--- config.mk ---
export PLATFORM = sky130hd
export DESIGN_NAME = cam_motion
export DESIGN_NICKNAME = d
export VERILOG_FILES = /design/src/rtl/cam_motion.sv
export SDC_FILE = /design/constraint.sdc
export NUM_CORES = 1
export LEC_CHECK = 0
export ABC_AREA = 1
export CAP_MARGIN = 20
export CORE_ASPECT_RATIO = 0.6
export CORE_MARGIN = 5
export CORE_UTILIZATION = 62
export DETAILED_ROUTE_END_ITERATION = 6
export GPL_TIMING_DRIVEN = 0
export PLACE_DENSITY_LB_ADDON = 0.2
export SYNTH_ARGS = -nofsm -noshare
export SYNTH_HDL_FRONTEND = slang
export SYNTH_SLANG_ARGS = --single-unit
--- constraint.sdc ---
create_clock -name Clk -period 6.2 [get_ports Clk]
set_clock_uncertainty 0.1 [all_clocks]
set_input_delay 1.24 -clock Clk [delete_from_list [all_inputs] [get_ports Clk]]
set_output_delay 1.24 -clock Clk [all_outputs]
set_load 0.005 [all_outputs]
--- src/rtl/cam_motion.sv ---
// Per-frame camera X integrator with edge saturation and dwell.
// Optional CAM_MOTION_ACCEL_EN: camS ramps by one per MOVE tick instead of tracking speed_in.
module cam_motion #(
  parameter int unsigned X_MIN        = 10,
  parameter int unsigned X_MAX        = 639,
  parameter int unsigned X_INIT       = 40,
  parameter int unsigned DWELL_FRAMES = 4,
  parameter int unsigned S_MAX        = 16
) (
  input  logic       Clk,
  input  logic       Reset_n,
  input  logic       frame_clk,
  input  logic       enable,
  input  logic [9:0] speed_in,
  input  logic [1:0] direction_cam,
  output logic [9:0] camX,
  output logic [9:0] camS,
  output logic       moving,
  output logic       at_edge,
  output logic       frame_tick
);

  localparam int unsigned XW = 10;
  localparam int unsigned AW = 11;
  localparam int unsigned CW = 8;

  typedef enum logic [1:0] {IDLE, MOVE, DWELL} state_t;

  state_t        r_state;
  logic [XW-1:0] r_camX;
  logic [XW-1:0] r_camS;
  logic [CW-1:0] r_dwell_cnt;
  logic          r_moving;
  logic          r_s1, r_s2, r_s3;
`ifdef CAM_MOTION_ACCEL_EN
  logic          r_dir;
  logic [XW-1:0] w_base;
  logic [XW-1:0] w_inc;
`endif

  logic          w_tick;
  logic [XW-1:0] w_lim;
  logic [XW-1:0] w_step;
  logic [AW-1:0] w_sum;
  logic [XW-1:0] w_left;
  logic [XW-1:0] w_right;
  logic [XW-1:0] w_next;
  logic          w_hit_edge;

  assign w_tick     = r_s2 & ~r_s3;
  assign frame_tick = w_tick;
  assign camX       = r_camX;
  assign camS       = r_camS;
  assign moving     = r_moving;
  assign at_edge    = (r_camX == XW'(X_MIN)) || (r_camX == XW'(X_MAX));

  // Step size and saturating candidate position; 11-bit sum keeps right moves from wrapping.
  always_comb begin
    w_lim = speed_in;
    if (speed_in == '0)
      w_lim = XW'(1);
    else if (speed_in > XW'(S_MAX))
      w_lim = XW'(S_MAX);
`ifdef CAM_MOTION_ACCEL_EN
    w_base = (direction_cam[0] != r_dir) ? XW'(1) : r_camS;
    w_inc  = (w_base >= w_lim) ? w_lim : w_base + XW'(1);
    w_step = w_base;
`else
    w_step = w_lim;
`endif
    w_sum   = {1'b0, r_camX} + {1'b0, w_step};
    w_left  = ({1'b0, r_camX} < AW'(X_MIN) + {1'b0, w_step}) ? XW'(X_MIN) : r_camX - w_step;
    w_right = (w_sum > AW'(X_MAX)) ? XW'(X_MAX) : w_sum[XW-1:0];
    w_next  = direction_cam[0] ? w_right : w_left;
    w_hit_edge = (w_next == XW'(X_MIN)) || (w_next == XW'(X_MAX));
  end

  // Synchroniser plus FSM; everything past the sync flops only advances on a frame tick.
  always_ff @(posedge Clk or negedge Reset_n) begin
    if (!Reset_n) begin
      r_s1        <= 1'b0;
      r_s2        <= 1'b0;
      r_s3        <= 1'b0;
      r_state     <= IDLE;
      r_camX      <= XW'(X_INIT);
      r_camS      <= XW'(1);
      r_dwell_cnt <= '0;
      r_moving    <= 1'b0;
`ifdef CAM_MOTION_ACCEL_EN
      r_dir       <= 1'b0;
`endif
    end else begin
      r_s1 <= frame_clk;
      r_s2 <= r_s1;
      r_s3 <= r_s2;
      if (w_tick) begin
`ifndef CAM_MOTION_ACCEL_EN
        r_camS <= w_lim;
`endif
        case (r_state)
          IDLE: begin
            r_moving <= 1'b0;
            if (enable) r_state <= MOVE;
          end
          MOVE: begin
            if (!enable) begin
              r_state  <= IDLE;
              r_moving <= 1'b0;
`ifdef CAM_MOTION_ACCEL_EN
              r_camS   <= XW'(1);
`endif
            end else if (direction_cam[1]) begin
              r_moving <= 1'b0;
            end else begin
              r_camX   <= w_next;
              r_moving <= (w_next != r_camX);
`ifdef CAM_MOTION_ACCEL_EN
              r_camS   <= w_inc;
              r_dir    <= direction_cam[0];
`endif
              if (w_hit_edge) begin
                r_state     <= DWELL;
                r_dwell_cnt <= CW'(DWELL_FRAMES - 1);
              end
            end
          end
          DWELL: begin
            r_moving <= 1'b0;
            if (!enable) begin
              r_state <= IDLE;
`ifdef CAM_MOTION_ACCEL_EN
              r_camS  <= XW'(1);
`endif
            end else if (r_dwell_cnt == '0) begin
              r_state <= MOVE;
`ifdef CAM_MOTION_ACCEL_EN
              r_camS  <= XW'(1);
`endif
            end else begin
              r_dwell_cnt <= r_dwell_cnt - CW'(1);
            end
          end
          default: r_state <= IDLE;
        endcase
      end
    end
  end

endmodule

# Yosys cells after proc, flatten, opt, wreduce, memory -nomap -nowiden
# Cells that the tools add are included.
# W data, S select, Z words.
[word_totals]
latch_bits = 0
romBits = 0
mem_count = 0
output_inout_bits = 23
ff_bits = 34
elab_cells = 67
ramBits = 0
[classes]
n_reduce_logical = 12
n_lt_le_gt_ge = 3
shifts = 0
n_addsub = 4
n_mux = 21
n_eq_ne = 16
multipliers = 0
div_mod_pow = 0
n_bitwise = 3
[op_table]
columns = ["op", "count"]
rows = [
  ["$mux W10", 5],
  ["$mux W8", 5],
  ["$eq A10 B10 Y1 const B", 2],
  ["$eq A10 B4 Y1 const B", 2],
  ["$pmux W8 S2", 1],
  ["$mux W2", 6],
  ["$ne A2 B2 Y1 const B", 6],
  ["$add A10 B10 Y11", 1],
  ["$add A4 B10 Y11 const A", 1],
  ["$gt A11 B10 Y1 const B", 1],
  ["$lt A10 B11 Y1", 1],
  ["$gt A10 B5 Y1 const B", 1],
  ["$logic_not A10 Y1", 1],
  ["$ne A10 B10 Y1", 1],
  ["$sub A10 B10 Y10", 1],
  ["$ne A3 B3 Y1 const B", 3],
  ["$logic_not A8 Y1", 1],
  ["$sub A8 B1 Y8 const B", 1],
  ["$reduce_and A7 Y1", 1],
  ["$pmux W2 S3", 1],
  ["$reduce_and A5 Y1", 1],
  ["$reduce_and A4 Y1", 1],
  ["$reduce_bool A2 Y1", 2],
  ["$eq A2 B1 Y1 const B", 1],
  ["9 further kinds", 12],
]

# Longest topological paths before layout
[logic_depth]
word_depth = 13
mapped_depth = 29
depth_no_buf = 28

# Worst setup path after synthesis
# No wires, ideal clock.
[synth_path]
kind = "input-to-reg"
startpoint = "in speed_in[0]"
endpoint = "reg r_dwell_cnt[2]"
setup_slack_ns = 1.835
path_buffers = 0
cell_stages = 24
arrival_time_ns = 4.148
required_time_ns = 5.983
cell_sequence = "nor4_1 -> or2_2 -> nand2_1 -> nor2_1 -> ha_1 -> inv_1 -> ha_1 -> a21oi_1 -> nand2_1 -> nand3_1 -> nand3_1 -> nand2_1 -> inv_2 -> nand2_1 -> a21boi_4 -> nand2_1 -> nor2_2 -> nand3_1 -> nand2_1 -> nand2_2 -> nand2_4 -> nand2_4 -> nand2_1 -> nand2_1"
[synth_via]
elab_chain_len = 11
elab_cells_between_ends = 17
[synth_rtl]
columns = ["element", "line_no", "source"]
rows = [
  ["start, declared", "14", "input logic [9:0] speed_in,"],
  ["$gt A10 B5 Y1", "62", "else if (speed_in > XW'(S_MAX))"],
  ["$mux W10", "62", ""],
  ["$mux W10 *", "60", "if (speed_in == '0)"],
  ["via w_lim[1]", "42", "logic [XW-1:0] w_lim;"],
  ["$add A4 B10 Y11 / $add A10 B10 Y11 (equally long branches)", "72, 71", ""],
  ["$lt A10 B11 Y1 / $gt A11 B10 Y1 (equally long branches)", "72, 73", ""],
  ["$mux W10, on equally long branches", "72, 73", ""],
  ["$mux W10 *", "74", "w_next = direction_cam[0] ? w_right : w_left;"],
  ["$eq A10 B4 Y1 / $eq A10 B10 Y1 (equally long branches)", "75", "w_hit_edge = (w_next == XW'(X_MIN)) || (w_next == XW'(X_MAX));"],
  ["$logic_or A1 B1 Y1 *", "75", ""],
  ["$ne A2 B2 Y1 (no source line) *", "-", ""],
  ["$reduce_and A7 Y1 (no source line) *", "-", ""],
  ["end signal, assigned", "123", "r_dwell_cnt <= CW'(DWELL_FRAMES - 1);"],
  ["end signal, assigned", "140", "r_dwell_cnt <= r_dwell_cnt - CW'(1);"],
  ["end, declared", "32", "logic [CW-1:0] r_dwell_cnt;"],
]
# The timed path passes the listed nets; every way through them passes the cells marked *.
# A chain may end at the register's enable or synchronous reset.

# Final worst setup path
[layout_path]
startpoint = "in speed_in[0]"
endpoint = "reg r_dwell_cnt[7]"
# Same word-level chain as after synthesis.

==> metrics.txt <==
Switching Power=981 uW; WHS Path Cells=0; routability cong.=1.00; GRT Util Overall=27.9%; Pins Over Slew Limit=0; FFs w/ async S/R, synth=100%; period utilization=84.7%; worst hold start=r_s1; maximum VDD drop=0.226 mV; Post-synth EDFFs=0; Multi-input gate area=2360 um2; leakage=2.20 nW; max_cap viols=0; CP peak stage delay=0.42 ns; vias=3534; most frequent cells in the layout=136 x nand2_1, 55 x inv_1, 43 x nand3_1; Setup CP Type=in2reg; global-route wire length before repair=15.6 mm; CP max FO=9; area growth from synthesis to layout=18.7%; Top FF cell, synth=dfrtp_1; critical path endpoint category=flip-flop; starting density of the core=63.7%; Num CTS Buffers=5; level count of the clock H-tree=2; Post-Syn Area=3530 um2; fin crit period=5.25 ns; CORE AREA=5540 um2; Via density=5.53; port buffer count=38; drt total wl=9.81 mm; Critical Path AT=5.34 ns; R2R Setup Slk=2.92 ns; Hold Fails Final Rpt=0; register area share after synthesis=24.2%; initial antenna violation count=0; drt drc=0; Comb power frac=67.2%; Slowest cell on crit path=clkdlybuf4s50_1; crit-path most repeated cell=nand2_1; vias in the first global route=3118; Overflow after GRT=0; # setup viols final=0; synth unique cells=46; most common cell after layout, fill and taps aside=nand2_1; Final TNS setup=0 ns; worst slew pin tran=0.731 ns; cells on worst reg2reg path=20; # fillers=418; Fmax=0.190 GHz; Die ar.=7350 um2; Mapped Avg Cell Area=7.03 um2; Worst R2R Start=camX[3]; largest net degree at the start of global routing=35; Post-DP HPWL=7.76 mm; post-route ant nets=0; RSZ-0062 raised after global routing=no; relative slew slack=51.3%; post-CTS setup buffer count=0; # rows=21; Area after DPL=4050 um2; clock latency on the worst-skew pair=0.29 ns; Sw Share=51.1%; Critical Path RT=6.29 ns; Clk pwr share=13.5%; WL per Instance=15.3 um; Design Area, Final=4190 um2; root buf cell=clkbuf_8; Cell Pwr Density=457 nW/um2; yosys warns=0; sequential share of power=19.3%; TritonCTS clock tree=built; Hold Path End=r_s2; antenna diode count=0; die height=68.5 um; Clock transition at path regs=0.07 ns; CP Launch Type=input port; Reg area=855 um2; share of cells above drive strength 1=13.4%; P_int=936 uW; HP Class=reg2reg; Reg-to-Reg End=r_dwell_cnt[7]; Post-Syn Instances=502; Seq cells post-synth=34; Pre-antenna DRT Iters=5; cts repair resizes=0; hold-fix buffer count after cts=0; status=finished clean; final net count=606; Die W=107 um; Final Hold Slack=0.260 ns; IO Pins=39; CTS Sinks=34; First DRT Iteration DRCs=320; clk buf depth=2
## logic make-up (layout without fill, tap and decap cells)
family | after synthesis | in the layout | synth area share [%]
other cells | 2 | 13 | 0.213
xor+xnor | 19 | 19 | 4.71
buf+inv | 77 | 123 | 10.0
fa+ha+maj | 32 | 32 | 11.8
compound gates | 58 | 58 | 10.7
simple gates | 280 | 280 | 38.4
flops | 34 | 34 | 24.2
## synthesized netlist by cell type (4+ instances only)
master | count | area (um2)
inv_2 | 6 | 22.5
nand4_1 | 9 | 56.3
inv_1 | 55 | 206
nor2_1 | 42 | 158
o21ai_0 | 22 | 110
ha_1 | 30 | 375
nand2_4 | 5 | 56.3
a21oi_1 | 17 | 85.1
nor3_1 | 7 | 35.0
nand3_1 | 43 | 215
inv_4 | 4 | 25.0
xor2_1 | 14 | 123
xnor2_1 | 5 | 43.8
nand3_2 | 6 | 60.1
nand2_2 | 12 | 75.1
buf_6 | 6 | 67.6
nand2_1 | 136 | 510
dfrtp_1 | 31 | 776
## registers in the layout, summed over array words and instances (netlist names)
signal / count
r_s1: 1
moving: 1
r_s2: 1
camS: 10
r_s3: 1
camX: 10
r_dwell_cnt: 8
r_state: 2
## routing by layer
metal / routed length [um] / global-route usage (%) / share of wire [%]
met4: 60 / 4.25 / 0.61
met5: 0 / 0 / 0
met1: 4710 / 42.2 / 48
met3: 1140 / 8.39 / 12
met2: 3900 / 39.6 / 40
## cell type report
class	count	area share (%)
repair buffers	38	8.96
flip-flops and latches	34	20.4
clock inverters	2	1.43
well taps	80	2.39
inverters	66	6.27
multi-input cells	402	56.4
plain buffers	11	2.18
clock buffers	6	1.97
## stage by stage
| stage | util [%] | power, mW | setup slack, ns | std cells |
|---|---|---|---|---|
| 3_5_place_dp | 73.0 | 1.61 | 0.747 | 631 |
| 6_report | 75.6 | 1.92 | 0.947 | 639 |
| 3_3_place_gp | 73.1 | 1.57 | 0.873 | 631 |
| 4_1_cts | 75.6 | 1.88 | 1.03 | 639 |
| 2_1_floorplan | - | 1.28 | 1.84 | 513 |
| 5_1_grt | 75.6 | 2.06 | 0.578 | 639 |
## critical path: cells and delay by family
kind	cells	cell delay, ns
AO/OA/AOI/OAI	3	0.51
XOR/XNOR	1	0.11
adder cells (fa/ha/maj)	2	0.47
buffers and inverters	2	0.51
AND/OR/NAND/NOR	17	2.49
## power groups by stage
stage	Sequential (mW)	Clock [mW]	Combinational [mW]
CTS	0.366	0.259	1.25
global route	0.374	0.273	1.41
detailed placement	0.369	0	1.24
floorplan	0.338	0	0.946
finish	0.369	0.259	1.29
global placement	0.366	0	1.20
## worst max-delay path by stage
stage	start	endpoint
2_1_floorplan	speed_in[0]	r_dwell_cnt[2]
3_3_place_gp	speed_in[0]	r_dwell_cnt[0]
3_5_place_dp	speed_in[0]	r_dwell_cnt[2]
4_1_cts	speed_in[0]	r_dwell_cnt[7]
5_1_grt	speed_in[0]	r_dwell_cnt[4]
6_report	speed_in[0]	r_dwell_cnt[7]
(Power assumes the default switching activity.)
